## src/rtl/chrisruk_strip_rx_pkg.sv

```systemverilog
// chrisruk_strip_rx_pkg: shared constants and state type for the LED-strip receiver.
package chrisruk_strip_rx_pkg;
    localparam int START_ZEROS_DEFAULT = 32;
    localparam int FRAME_BITS = 32;
    localparam logic [2:0] HDR = 3'b111;
    typedef enum logic [1:0] {HUNT, IDLE, PIXEL} state_t;
endpackage

```

## src/rtl/chrisruk_strip_rx_if.sv

```systemverilog
// chrisruk_strip_rx_if: strip input pins and decoded-pixel outputs of the receiver.
interface chrisruk_strip_rx_if #(parameter int NUM_LEDS = 64);
    localparam int IW = NUM_LEDS > 1 ? $clog2(NUM_LEDS) : 1;
    logic          led_clk;
    logic          led_data;
    logic          pix_valid;
    logic [IW-1:0] pix_index;
    logic [4:0]    pix_bright;
    logic [7:0]    pix_blue;
    logic [7:0]    pix_green;
    logic [7:0]    pix_red;
    logic          frame_done;
    logic          frame_err;
    modport master (
        output led_clk, led_data,
        input  pix_valid, pix_index, pix_bright, pix_blue, pix_green, pix_red, frame_done, frame_err
    );
    modport slave (
        input  led_clk, led_data,
        output pix_valid, pix_index, pix_bright, pix_blue, pix_green, pix_red, frame_done, frame_err
    );
endinterface

```

## src/rtl/chrisruk_edge_sync.sv

```systemverilog
// chrisruk_edge_sync: 2-flop synchronizers for a serial clock/data pair, strobing on the clock's falling edge.
module chrisruk_edge_sync (
    input  logic clk,
    input  logic reset,
    input  logic clk_in,
    input  logic data_in,
    output logic strobe,
    output logic bit_val
);
    // c[1:0] and d[1:0] are the synchronizer stages; c[2] keeps the previous synced clock level
    logic [2:0] c;
    logic [1:0] d;
    always_ff @(posedge clk) begin
        if (reset) begin
            c <= '0;
            d <= '0;
        end else begin
            c <= {c[1:0], clk_in};
            d <= {d[0], data_in};
        end
    end
    assign strobe  = c[2] & ~c[1];
    assign bit_val = d[1];
endmodule

```

## src/rtl/chrisruk_strip_rx.sv

```systemverilog
// chrisruk_strip_rx: decodes the serial LED-strip stream back into indexed pixels.
module chrisruk_strip_rx
    import chrisruk_strip_rx_pkg::*;
#(
    parameter int NUM_LEDS    = 64,
    parameter int START_ZEROS = START_ZEROS_DEFAULT
) (
    input  logic clk,
    input  logic reset,
    chrisruk_strip_rx_if.slave rx
);
    localparam int IW = NUM_LEDS > 1 ? $clog2(NUM_LEDS) : 1;
    localparam int ZW = $clog2(START_ZEROS + 1);
    localparam int BW = $clog2(FRAME_BITS + 1);
    logic                  stb, b;
    state_t                state;
    logic [ZW-1:0]         zero_cnt, zc_next;
    logic [BW-1:0]         bit_cnt;
    logic [FRAME_BITS-2:0] sh;
    logic [FRAME_BITS-1:0] word;
    logic [IW-1:0]         idx;
    logic                  hit, last;
    logic                  pix_valid, frame_done, frame_err;
    logic [IW-1:0]         pix_index;
    logic [4:0]            pix_bright;
    logic [7:0]            pix_blue, pix_green, pix_red;

    chrisruk_edge_sync u_sync (
        .clk     (clk),
        .reset   (reset),
        .clk_in  (rx.led_clk),
        .data_in (rx.led_data),
        .strobe  (stb),
        .bit_val (b)
    );

    assign zc_next = b ? '0 : (zero_cnt == ZW'(START_ZEROS) ? zero_cnt : zero_cnt + 1'b1);
    assign hit     = zc_next == ZW'(START_ZEROS);
    assign word    = {sh, b};
    assign last    = idx == IW'(NUM_LEDS - 1);

    always_ff @(posedge clk) begin
        if (reset) begin
            state      <= HUNT;
            zero_cnt   <= '0;
            bit_cnt    <= '0;
            sh         <= '0;
            idx        <= '0;
            pix_valid  <= 1'b0;
            frame_done <= 1'b0;
            frame_err  <= 1'b0;
            pix_index  <= '0;
            pix_bright <= '0;
            pix_blue   <= '0;
            pix_green  <= '0;
            pix_red    <= '0;
        end else begin
            pix_valid  <= 1'b0;
            frame_done <= 1'b0;
            frame_err  <= 1'b0;
            if (stb) begin
                zero_cnt <= zc_next;
                sh       <= word[FRAME_BITS-2:0];
                if (state == HUNT) begin
                    if (hit) state <= IDLE;
                end else if (state == IDLE) begin
                    if (b) begin
                        bit_cnt <= BW'(1);
                        state   <= PIXEL;
                    end
                end else if (hit) begin
                    // a full start-frame run inside a pixel truncates it and resyncs at once
                    frame_err <= 1'b1;
                    idx       <= '0;
                    state     <= IDLE;
                end else if (bit_cnt == BW'(FRAME_BITS - 1)) begin
                    bit_cnt <= '0;
                    if (word[31:29] != HDR) begin
                        frame_err <= 1'b1;
                        idx       <= '0;
                        state     <= HUNT;
                    end else begin
                        pix_valid  <= 1'b1;
                        pix_index  <= idx;
                        pix_bright <= word[28:24];
                        pix_blue   <= word[23:16];
                        pix_green  <= word[15:8];
                        pix_red    <= word[7:0];
                        frame_done <= last;
                        idx        <= last ? '0 : idx + 1'b1;
                        state      <= last ? HUNT : PIXEL;
                    end
                end else begin
                    bit_cnt <= bit_cnt + 1'b1;
                end
            end
        end
    end

    assign rx.pix_valid  = pix_valid;
    assign rx.frame_done = frame_done;
    assign rx.frame_err  = frame_err;
    assign rx.pix_index  = pix_index;
    assign rx.pix_bright = pix_bright;
    assign rx.pix_blue   = pix_blue;
    assign rx.pix_green  = pix_green;
    assign rx.pix_red    = pix_red;
endmodule

```

## src/flat_wrapper.sv

```systemverilog
// flat-port wrapper written by rule: the top's interface ports become plain ports
module chrisruk_strip_rx_flat import chrisruk_strip_rx_pkg::*;
#(
    parameter int NUM_LEDS    = 64,
    parameter int START_ZEROS = START_ZEROS_DEFAULT
)
  (clk, reset, rx_led_clk, rx_led_data, rx_pix_valid, rx_pix_index, rx_pix_bright, rx_pix_blue, rx_pix_green, rx_pix_red, rx_frame_done, rx_frame_err);
  chrisruk_strip_rx_if #(.NUM_LEDS(NUM_LEDS)) rx_i ();
  input  logic clk;
  input  logic reset;
  input wire logic [$bits(rx_i.led_clk)-1:0] rx_led_clk;
  input wire logic [$bits(rx_i.led_data)-1:0] rx_led_data;
  output wire logic [$bits(rx_i.pix_valid)-1:0] rx_pix_valid;
  output wire logic [$bits(rx_i.pix_index)-1:0] rx_pix_index;
  output wire logic [$bits(rx_i.pix_bright)-1:0] rx_pix_bright;
  output wire logic [$bits(rx_i.pix_blue)-1:0] rx_pix_blue;
  output wire logic [$bits(rx_i.pix_green)-1:0] rx_pix_green;
  output wire logic [$bits(rx_i.pix_red)-1:0] rx_pix_red;
  output wire logic [$bits(rx_i.frame_done)-1:0] rx_frame_done;
  output wire logic [$bits(rx_i.frame_err)-1:0] rx_frame_err;
  assign rx_i.led_clk = rx_led_clk;
  assign rx_i.led_data = rx_led_data;
  assign rx_pix_valid = rx_i.pix_valid;
  assign rx_pix_index = rx_i.pix_index;
  assign rx_pix_bright = rx_i.pix_bright;
  assign rx_pix_blue = rx_i.pix_blue;
  assign rx_pix_green = rx_i.pix_green;
  assign rx_pix_red = rx_i.pix_red;
  assign rx_frame_done = rx_i.frame_done;
  assign rx_frame_err = rx_i.frame_err;
  chrisruk_strip_rx #(.NUM_LEDS(NUM_LEDS), .START_ZEROS(START_ZEROS)) u_core (.clk(clk), .reset(reset), .rx(rx_i));
endmodule
```

## config.mk

```make
export PLATFORM = sky130hd
export DESIGN_NAME = chrisruk_strip_rx_flat
export DESIGN_NICKNAME = d
export VERILOG_FILES = /design/src/rtl/chrisruk_strip_rx_pkg.sv /design/src/rtl/chrisruk_strip_rx_if.sv /design/src/rtl/chrisruk_edge_sync.sv /design/src/rtl/chrisruk_strip_rx.sv /design/src/flat_wrapper.sv
export SDC_FILE = /design/constraint.sdc
export NUM_CORES = 1
export LEC_CHECK = 0
export BUFFER_PORTS_ARGS = -buffer_cell sky130_fd_sc_hd__clkbuf_2
export CORE_AREA = 2 2 89 91
export DETAILED_ROUTE_END_ITERATION = 8
export DIE_AREA = 0 0 91 93
export GPL_TIMING_DRIVEN = 0
export HOLD_SLACK_MARGIN = 0.15
export PLACE_DENSITY = 0.69
export SKIP_LAST_GASP = 1
export SLEW_MARGIN = 20
export SYNTH_ARGS = -nofsm -noshare
export SYNTH_HDL_FRONTEND = slang
export SYNTH_SLANG_ARGS = --single-unit
export TNS_END_PERCENT = 1
```

## constraint.sdc

```tcl
create_clock -name clk -period 6.5 [get_ports clk]
set_input_delay 1.625 -clock clk [delete_from_list [all_inputs] [get_ports clk]]
set_output_delay 1.625 -clock clk [all_outputs]
set_load 0.01 [all_outputs]
```

==> impl_metrics.py, run 1 <==
metrics = {
    "critical_path": {
        "reg2reg_depth": 9,
        "cp.required_ns": 6.73,
        "startpoint_type": "primary input",
        "worst-setup-path-type": "primary input to flop",
        "end_kind": "flop",
        "crit_fanout": 10,
        "worstPathArrival_ns": 3.02,
    },
    "place": {
        "io_buffer_count": 40,
        "gp_congestion": 0.764,
        "hpwl_um": 5630,
    },
    "cts": {
        "cts_resized": 0,
        "ctsHoldBuffers": 0,
        "htree_levels": 3,
        "clkLatencyLatePin_ns": 0.36,
        "cts_setup_buffers": 0,
        "cts.sinks": 94,
        "cts.path.max_buffers": 2,
        "cts_buffers": 9,
        "path_clk_slew_ns": 0.08,
        "cts_root_buffer": "clkbuf_8",
        "cts_tree": "built",
    },
    "pwr": {
        "p_switching_mw": 0.220,
        "power.density_nw_per_um2": 229,
        "p_seq_share_pct": 59.3,
        "clock_power_share_pct": 38.2,
        "p_comb_share_pct": 2.5,
        "sw_frac_of_total_pct": 22.4,
        "p_leak_nw": 1.78,
        "p_int_mw": 0.759,
        "ir_worst_vdd_mv": 0.151,
    },
    "yosys": {
        "async_reset_ff_share_pct": 0,
        "synth_cells": 420,
        "ys_ff_latch": 94,
        "synth_edf_count": 0,
        "ys_seq_area_share_pct": 50.1,
        "syn_nets": 428,
        "ys_warn_count": 0,
        "ys_types": 52,
        "synth_ff_type": "dfxtp_1",
        "syn-cell-area_um2": 3750,
        "avgSynthCellArea_um2": 8.94,
    },
    "timing": {
        "period_share_pct": 43.0,
        "setup_viol": 0,
        "tns_ns": 0,
        "timing.final.hold_violations": 0,
        "fmax_ghz": 0.358,
        "tightestPinTransition_ns": 0.586,
        "min_period_ns": 2.80,
        "finalClockSkew_ns": 0.0119,
        "slew_headroom_pct": 60.9,
        "whs_ns": 0.452,
        "grt_setup_unrepaired": "no",
        "final-max-slew-violation-count": 0,
    },
    "routing": {
        "vias": 3038,
        "ant_nets": 0,
        "wl_um": 8000,
        "wire_per_inst_um": 13.9,
        "dr.pass1.iters": 4,
        "drtIter0Drc": 205,
        "drcViolationCount": 0,
        "vias_per_cell": 5.27,
    },
    "grt": {
        "grt_usage_pct": 20.0,
        "grt_pass1_vias": 2866,
        "antenna_found_initial": 0,
        "grt_overflow": 0,
        "grt_pass1_wl_um": 13700,
        "grt_max_degree": 16,
    },
    "cells_and_area": {
        "multi_input_area_um2": 1740,
        "final_cell_mix": "dfxtp_1, nand2_1, a21oi_1, nor2_1, clkbuf_2",
        "drive_above_1_share_pct": 14.8,
        "nets": 479,
        "regArea_um2": 1880,
        "area_delta_synth_final_pct": 13.6,
        "antenna_cells": 0,
        "layout_commonest_cell": "dfxtp_1",
        "fill_cells": 701,
    },
    "floorplanning": {
        "die_h_um": 93,
        "die_w_um": 91,
        "row_count": 32,
        "coreArea_um2": 7530,
        "initial_utilization_pct": 49.9,
        "ios": 42,
        "die-area_um2": 8460,
    },
    "run": {
        "cap_violations": 0,
    },
    "status": {
        "status": "finished clean",
    },
    "hold_path": {
        "hold_path_depth": 1,
        "hold_class": "flop to flop",
    },
}
-- path summary, 6_finish.rpt --
check | start | end | slack, ns
worst max register to register | u_core.zero_cnt[0] | u_core.rx.pix_index[4] | 3.87
worst max-delay path | reset | u_core.rx.pix_index[4] | 3.70
worst min register to register | u_core.u_sync.d[0] | u_core.u_sync.d[1] | 0.45
worst min-delay path | u_core.u_sync.d[0] | u_core.u_sync.d[1] | 0.45
-- per-stage QoR --
stage / instances / power (mW) / area (um2) / util [%] / setup slack, ns
after detailed placement: 562 / 0.618 / 4080 / 54.2 / 3.30
after CTS: 576 / 0.988 / 4270 / 56.7 / 3.69
final: 576 / 0.978 / 4270 / 56.7 / 3.70
after global routing: 576 / 1.01 / 4270 / 56.7 / 3.49
after floorplan: 420 / 0.610 / 3750 / - / 3.82
after global placement: 562 / 0.618 / 4080 / 54.2 / 3.35
-- worst max-delay path, stage by stage --
cell and delay (ns):
clkbuf_1 0.32, buf_1 0.50, clkbuf_1 0.47, nor2_1 0.09
-- synth_stat cells (3+ instances only) --
cell	n	area [um2]
nand2b_1	3	18.8
a31oi_1	6	37.5
inv_1	3	11.3
a21oi_1	45	225
dfxtp_1	94	1880
buf_4	4	30.0
o21ai_0	4	20.0
and2_1	4	25.0
mux2i_1	34	340
nand3_1	15	75.1
nor3_1	6	30.0
o21a_1	3	22.5
clkbuf_1	12	45.0
or3_1	4	25.0
ha_1	4	50.1
nor2b_1	8	50.1
nand3b_1	3	22.5
nor2_1	40	150
and3_1	4	25.0
buf_1	8	30.0
nand2_1	78	293
-- registers in the layout, summed over array words and instances, names as in the netlist, 2 cells and up --
signal	flops
u_core.bit_cnt	6
u_core.idx	6
u_core.rx.pix_blue	8
u_core.rx.pix_bright	5
u_core.rx.pix_green	8
u_core.rx.pix_index	6
u_core.rx.pix_red	8
u_core.sh	31
u_core.state	2
u_core.u_sync.c	3
u_core.u_sync.d	2
u_core.zero_cnt	6
-- routing by layer --
layer / vias to the layer above / part of all wire (%) / GRT usage [%]
met5: - / 0 / 0
met4: 0 / 1.4 / 6.69
met3: 10 / 4.3 / 5.80
met2: 54 / 47 / 31.4
met1: 1423 / 47 / 26.7
li1: 1551 / - / -
-- cells by family (layout without fill, tap and decap cells) --
logic type	after synthesis	in the layout	synth area share, %
and+or+nand+nor	180	180	22.7
DFF	94	94	50.1
AOI/OAI and AO/OA	77	77	13.0
muxes	34	34	9.07
buffers and inverters	30	84	3.47
adders and majority gates	4	4	1.33
xor gates and xnor gates	1	1	0.233
-- area by class of cell --
type / instances / share of cell area [%]
timing repair buffer: 40 / 4.69
sequential: 94 / 44.1
buffer: 26 / 2.70
inverter: 4 / 0.352
clock buffer: 9 / 2.90
tap: 102 / 2.99
multi-input combinational: 296 / 40.8
clock inverter: 5 / 1.41
-- power groups by stage --
stage | Clock, mW | Sequential, mW | Combinational, mW
2_1_floorplan | 0 | 0.593 | 0.0172
3_5_place_dp | 0 | 0.593 | 0.0250
4_1_cts | 0.383 | 0.580 | 0.0251
6_report | 0.373 | 0.580 | 0.0247
3_3_place_gp | 0 | 0.593 | 0.0245
5_1_grt | 0.402 | 0.581 | 0.0281
Power figures use the tool's default switching activity.
==> run 2: changes to the inputs <==
ABC_AREA = 1   (was not set)
CORE_AREA = 2 2 91 93   (was 2 2 89 91)
DIE_AREA = 0 0 93 95   (was 0 0 91 93)
PLACE_DENSITY = 0.71   (was 0.69)
clock period = 2.3 ns   (was 6.5 ns; I/O delays follow)
==> run 2 against run 1 <==
Clock power increased to 2.8 times the previous value. Via count increased by 11%. Final area increased by 4.0%. Register-to-register slack got worse by 3.5 ns. Cell count increased by 16%.
==> impl_metrics.py, run 2 <==
metrics = {
    "cells_and_area": {
        "multi_input_area_um2": 1730,
        "regArea_um2": 1880,
        "top_register": "u_core.sh",
        "nets": 566,
        "drive_above_1_share_pct": 21.1,
        "fill_cells": 778,
        "postLayoutCellArea_um2": 4440,
        "final_cell_mix": "nor2_1, dfxtp_1, o21ai_0, nand2_1, clkbuf_2",
        "area_delta_synth_final_pct": 13.4,
        "layout_commonest_cell": "nor2_1",
        "largest_register_ff_count": 31,
        "antenna_cells": 0,
    },
    "yosys": {
        "ys_ff_latch": 94,
        "yosysMostFrequentCell": "nor2_1",
        "synth_top_family_by_area": "simple AND/OR/NAND/NOR gates",
        "syn_nets": 514,
        "synth.area.mux_share_pct": 0,
        "synth-xor-area-share_pct": 0.671,
        "syn-cell-area_um2": 3910,
        "synth-simple-area-share_pct": 28.9,
        "synth_ff_type": "dfxtp_1",
        "avgSynthCellArea_um2": 7.73,
        "synth.top_cells.by_count": "nor2_1, dfxtp_1, o21ai_0",
        "ys_top_cells_by_area": "dfxtp_1, nor2_1, o21ai_0, nor2_2, nand2_1",
        "synth_top_area_share_pct": 48.1,
        "async_reset_ff_share_pct": 0,
        "ys_seq_area_share_pct": 48.1,
        "synth_fa_ha_area_share_pct": 1.28,
        "synth_cells": 506,
        "synth_edf_count": 0,
        "yosysTopAreaCell": "dfxtp_1",
        "ys_warn_count": 0,
        "synth-compound-area-share_pct": 13.4,
        "ys_types": 30,
    },
    "timing": {
        "finalClockSkew_ns": 0.0147,
        "min_period_ns": 1.95,
        "setup_viol": 0,
        "fmax_ghz": 0.514,
        "tns_ns": 0,
        "tightestPinTransition_ns": 0.549,
        "timing.final.hold_violations": 0,
        "period_share_pct": 84.6,
        "final-max-slew-violation-count": 0,
        "grt_setup_unrepaired": "no",
        "slew_headroom_pct": 63.4,
        "fin_ws_ns": 0.355,
    },
    "cts": {
        "ctsHoldBuffers": 0,
        "cts.sinks": 94,
        "cts_root_buffer": "clkbuf_8",
        "clkLatencyLatePin_ns": 0.37,
        "cts_setup_buffers": 0,
        "path_clk_slew_ns": 0.10,
        "cts_tree": "built",
        "cts_resized": 0,
        "htree_levels": 3,
        "cts.path.max_buffers": 2,
        "cts_buffers": 9,
    },
    "critical_path": {
        "crit_fanout": 10,
        "worst-setup-path-type": "flop to flop",
        "crit_family": "simple AND/OR/NAND/NOR gates",
        "cp_cell_sequence": "ha_1, nand3_1, nand2_1, nand3_1, nand2_1, nor2_4, nand3_4, nand2_8, buf_6, o21ai_0, nor2_1",
        "worst_path_max_delay_cell": "dfxtp_1",
        "startpoint_type": "flop",
        "cp.buffers_inverters": 1,
        "cp.required_ns": 2.56,
        "worstPathArrival_ns": 2.21,
        "cpPeakStageDelay_ns": 0.49,
        "end_kind": "flop",
    },
    "pwr": {
        "ir_worst_vdd_mv": 0.402,
        "p_leak_nw": 1.80,
        "power.density_nw_per_um2": 641,
    },
    "floorplanning": {
        "die-area_um2": 8840,
        "die_h_um": 95,
        "initial_utilization_pct": 49.4,
        "ios": 42,
        "die_w_um": 93,
        "coreArea_um2": 7930,
        "row_count": 33,
    },
    "grt": {
        "grt_max_degree": 19,
        "grt_usage_pct": 19.8,
        "grt_pass1_vias": 3046,
        "grt_pass1_wl_um": 13900,
        "antenna_found_initial": 0,
        "grt_overflow": 0,
    },
    "routing": {
        "wl_um": 8130,
        "ant_nets": 0,
        "wire_per_inst_um": 12.2,
        "drtIter0Drc": 190,
        "drcViolationCount": 0,
        "vias": 3369,
        "vias_per_cell": 5.04,
        "dr.pass1.iters": 4,
    },
    "status": {
        "status": "finished clean",
    },
    "place": {
        "io_buffer_count": 41,
        "hpwl_um": 5830,
        "gp_congestion": 0.806,
        "dp_slack_ns": 0.376,
        "placed_area_um2": 4250,
    },
    "hold_path": {
        "hold_class": "primary input to flop",
    },
    "run": {
        "cap_violations": 0,
    },
}
run 2: power by group:
part,internal (mW),switching [mW]
combinational,0.0414,0.0834
clock,0.416,0.633
sequential,1.65,0.0191
total,2.11,0.736
run 2: worst min-delay path, stage by stage:
cell and delay [ns]:
clkbuf_2 0.08, inv_1 0.04, nor2_1 0.03
run 2: kinds of logic after synthesis:
group                      Yosys count
DFF                                 94
AOI/OAI and AO/OA                  101
adders and majority gates            4
buffers and inverters               58
and+or+nand+nor                    246
xor gates and xnor gates             3
run 2: final timing paths:
check                      from                 endpoint  slack [ns]  depth (start not counted)
min                  rx_led_clk       u_core.u_sync.c[0]        0.40                          3
max          u_core.zero_cnt[0]  u_core.rx.pix_bright[0]        0.35                         11
min reg2reg  u_core.u_sync.d[0]       u_core.u_sync.d[1]        0.41                          2
max reg2reg  u_core.zero_cnt[0]  u_core.rx.pix_bright[0]        0.35                         11
run 2: layer usage:
layer	GRT usage [%]	vias to the layer above	wire length [um]
met3	3.67	12	352
met1	26.2	1551	3950
met5	0	-	0
met2	31.9	81	3680
met4	7.84	0	150
li1	-	1725	-
run 2: final cells by class:
| type | count | share of cell area (%) |
|---|---|---|
| Buffer | 24 | 3.67 |
| Clock buffer | 9 | 2.79 |
| Clock inverter | 7 | 1.44 |
| Inverter | 34 | 3.04 |
| Multi-Input combinational cell | 354 | 39.1 |
| Sequential cell | 94 | 42.4 |
| Tap cell | 105 | 2.96 |
| Timing Repair Buffer | 41 | 4.62 |
run 2: metrics by stage:
stage          std cells  utilization [%]  hold WS, ns  power (mW)
3_5_place_dp         652             53.6        0.399        1.83
2_1_floorplan        506                -        0.388        1.80
3_3_place_gp         652             53.6        0.393        1.83
4_1_cts              668             56.0        0.388        2.86
5_1_grt              668             56.0        0.395        2.95
6_report             668             56.0        0.395        2.84
==> run 3: changes to the inputs <==
ABC_AREA = 0   (was 1)
CORE_AREA = 2 2 89 91   (was 2 2 91 93)
DIE_AREA = 0 0 91 93   (was 0 0 93 95)
PLACE_DENSITY = 0.72   (was 0.71)
clock period = 1.6 ns   (was 2.3 ns; I/O delays follow)
==> run 3 against run 2 <==
The run now ends with setup timing left. Sequential share of layout area rose by 0.39 points. Combinational power down 16%. Worst setup slack got worse by 0.89 ns. Final area shrank 0.45%. Via count is 8.0% lower. Critical path depth shrank 2. Critical path type unchanged.
==> impl_metrics.py, run 3 (same netlist as run 1, synthesis figures left out) <==
metrics = {
    "critical_path": {
        "cp.buffers_inverters": 2,
        "crit_fanout": 10,
        "cp_cell_sequence": "inv_2, ha_4, a211o_1, nor3_2, o221ai_4, nand4_4, buf_12, mux2i_1, nor2_1",
        "worst-setup-path-type": "flop to flop",
        "worst_path_max_delay_cell": "dfxtp_4",
        "cp.required_ns": 1.82,
        "cpPeakStageDelay_ns": 0.40,
        "rrSetupSlack_ns": -0.53,
        "crit_family": "simple AND/OR/NAND/NOR gates",
        "worstPathArrival_ns": 2.35,
        "end_kind": "flop",
        "startpoint_type": "flop",
    },
    "cells_and_area": {
        "multi_input_area_um2": 1800,
        "final_util_pct": 58.7,
        "largest_register_ff_count": 31,
        "regArea_um2": 1890,
        "layout_commonest_cell": "dfxtp_1",
        "area_delta_synth_final_pct": 17.7,
        "nets": 482,
        "antenna_cells": 0,
        "final_cell_mix": "dfxtp_1, nand2_1, a21oi_1, clkbuf_2, nor2_1",
        "top_register": "u_core.sh",
        "drive_above_1_share_pct": 18.2,
        "fin_cells": 580,
        "fill_cells": 701,
    },
    "place": {
        "io_buffer_count": 40,
        "gp_congestion": 0.838,
        "place_inst": 562,
        "dp_slack_ns": -0.597,
        "hpwl_um": 5740,
    },
    "grt": {
        "grt_pass1_wl_um": 14000,
        "antenna_found_initial": 0,
        "grt_usage_pct": 20.6,
        "busiest_layer": "met2",
        "grt_util_met2_pct": 35.8,
        "use_met3_pct": 3.55,
        "grt_pass1_vias": 2994,
        "grt_overflow": 0,
        "grt_max_degree": 17,
        "use_met1_pct": 25.3,
    },
    "timing": {
        "tightestPinTransition_ns": 0.612,
        "final-max-slew-violation-count": 0,
        "timing.final.hold_violations": 0,
        "min_period_ns": 2.13,
        "period_share_pct": 133,
        "whs_ns": 0.266,
        "grt_setup_unrepaired": "yes",
        "setup_viol": 87,
        "fin_ws_ns": -0.533,
        "slew_headroom_pct": 59.2,
        "fmax_ghz": 0.469,
        "finalClockSkew_ns": 0.0136,
    },
    "routing": {
        "ant_nets": 0,
        "vias_per_cell": 5.34,
        "drcViolationCount": 0,
        "drtIter0Drc": 128,
        "wl_um": 8310,
        "vias": 3100,
        "wire_per_inst_um": 14.3,
        "dr.pass1.iters": 4,
    },
    "floorplanning": {
        "die-area_um2": 8460,
        "die_h_um": 93,
        "ios": 42,
        "die_w_um": 91,
        "row_count": 32,
        "coreArea_um2": 7530,
        "initial_utilization_pct": 49.9,
    },
    "status": {
        "status": "finished, violations left",
        "violations": "setup timing",
    },
    "cts": {
        "path_clk_slew_ns": 0.09,
        "cts_tree": "built",
        "cts.path.max_buffers": 2,
        "ctsHoldBuffers": 0,
        "htree_levels": 3,
        "cts_buffers": 9,
        "clkLatencyLatePin_ns": 0.36,
        "cts_root_buffer": "clkbuf_8",
        "cts.sinks": 94,
    },
    "pwr": {
        "ir_worst_vdd_mv": 0.614,
        "power.density_nw_per_um2": 913,
        "p_leak_nw": 1.84,
    },
    "hold_path": {
        "hold_class": "primary input to flop",
    },
    "run": {
        "cap_violations": 0,
    },
}
-- run 3: through the flow --
step	area [um2]	setup TNS [ns]	total power [mW]
after floorplan	3810	-17.31	2.48
after global placement	4140	-33.64	2.51
after detailed placement	4140	-36.03	2.51
after CTS	4390	-35.21	4.06
after global routing	4420	-44.23	4.15
final	4420	-30.59	4.03
-- run 3: power by group --
group	leakage, nW	total, mW	switching, mW	internal, mW
clock	0.0959	1.57	0.844	0.728
sequential	0.760	2.35	0.0106	2.34
combinational	0.980	0.105	0.0773	0.0272
-- run 3: path summary, 6_finish.rpt --
path | startpoint | endpoint | cells past startpoint
max | u_core.zero_cnt[1] | u_core.rx.pix_green[3] | 9
min reg2reg | u_core.rx.pix_red[0] | u_core.rx.pix_red[0] | 2
max reg2reg | u_core.zero_cnt[1] | u_core.rx.pix_green[3] | 9
min | rx_led_data | u_core.u_sync.d[0] | 2
-- run 3: repair_timing --
| item | 4_1_cts | 5_1_grt |
|---|---|---|
| resized for setup | 7 | 9 |
| endpoints found under the setup margin | 87 | 87 |
| buffers inserted | 3 | 0 |
| pin swaps | 4 | 2 |
-- run 3: routing by layer --
metal / vias to the layer above / share of wire (%) / wire (um)
met3: 6 / 3.9 / 325
met1: 1476 / 45 / 3720
met4: 0 / 0.91 / 76
met2: 58 / 50 / 4190
met5: - / 0 / 0
li1: 1560 / - / -
-- run 3: final cells by class --
class / count / share of cell area [%]
sequential: 94 / 42.8
buffer: 26 / 3.71
clock inverter: 6 / 1.64
timing repair buffer: 43 / 5.13
inverter: 4 / 0.396
multi-input combinational: 296 / 40.6
tap: 102 / 2.89
clock buffer: 9 / 2.80
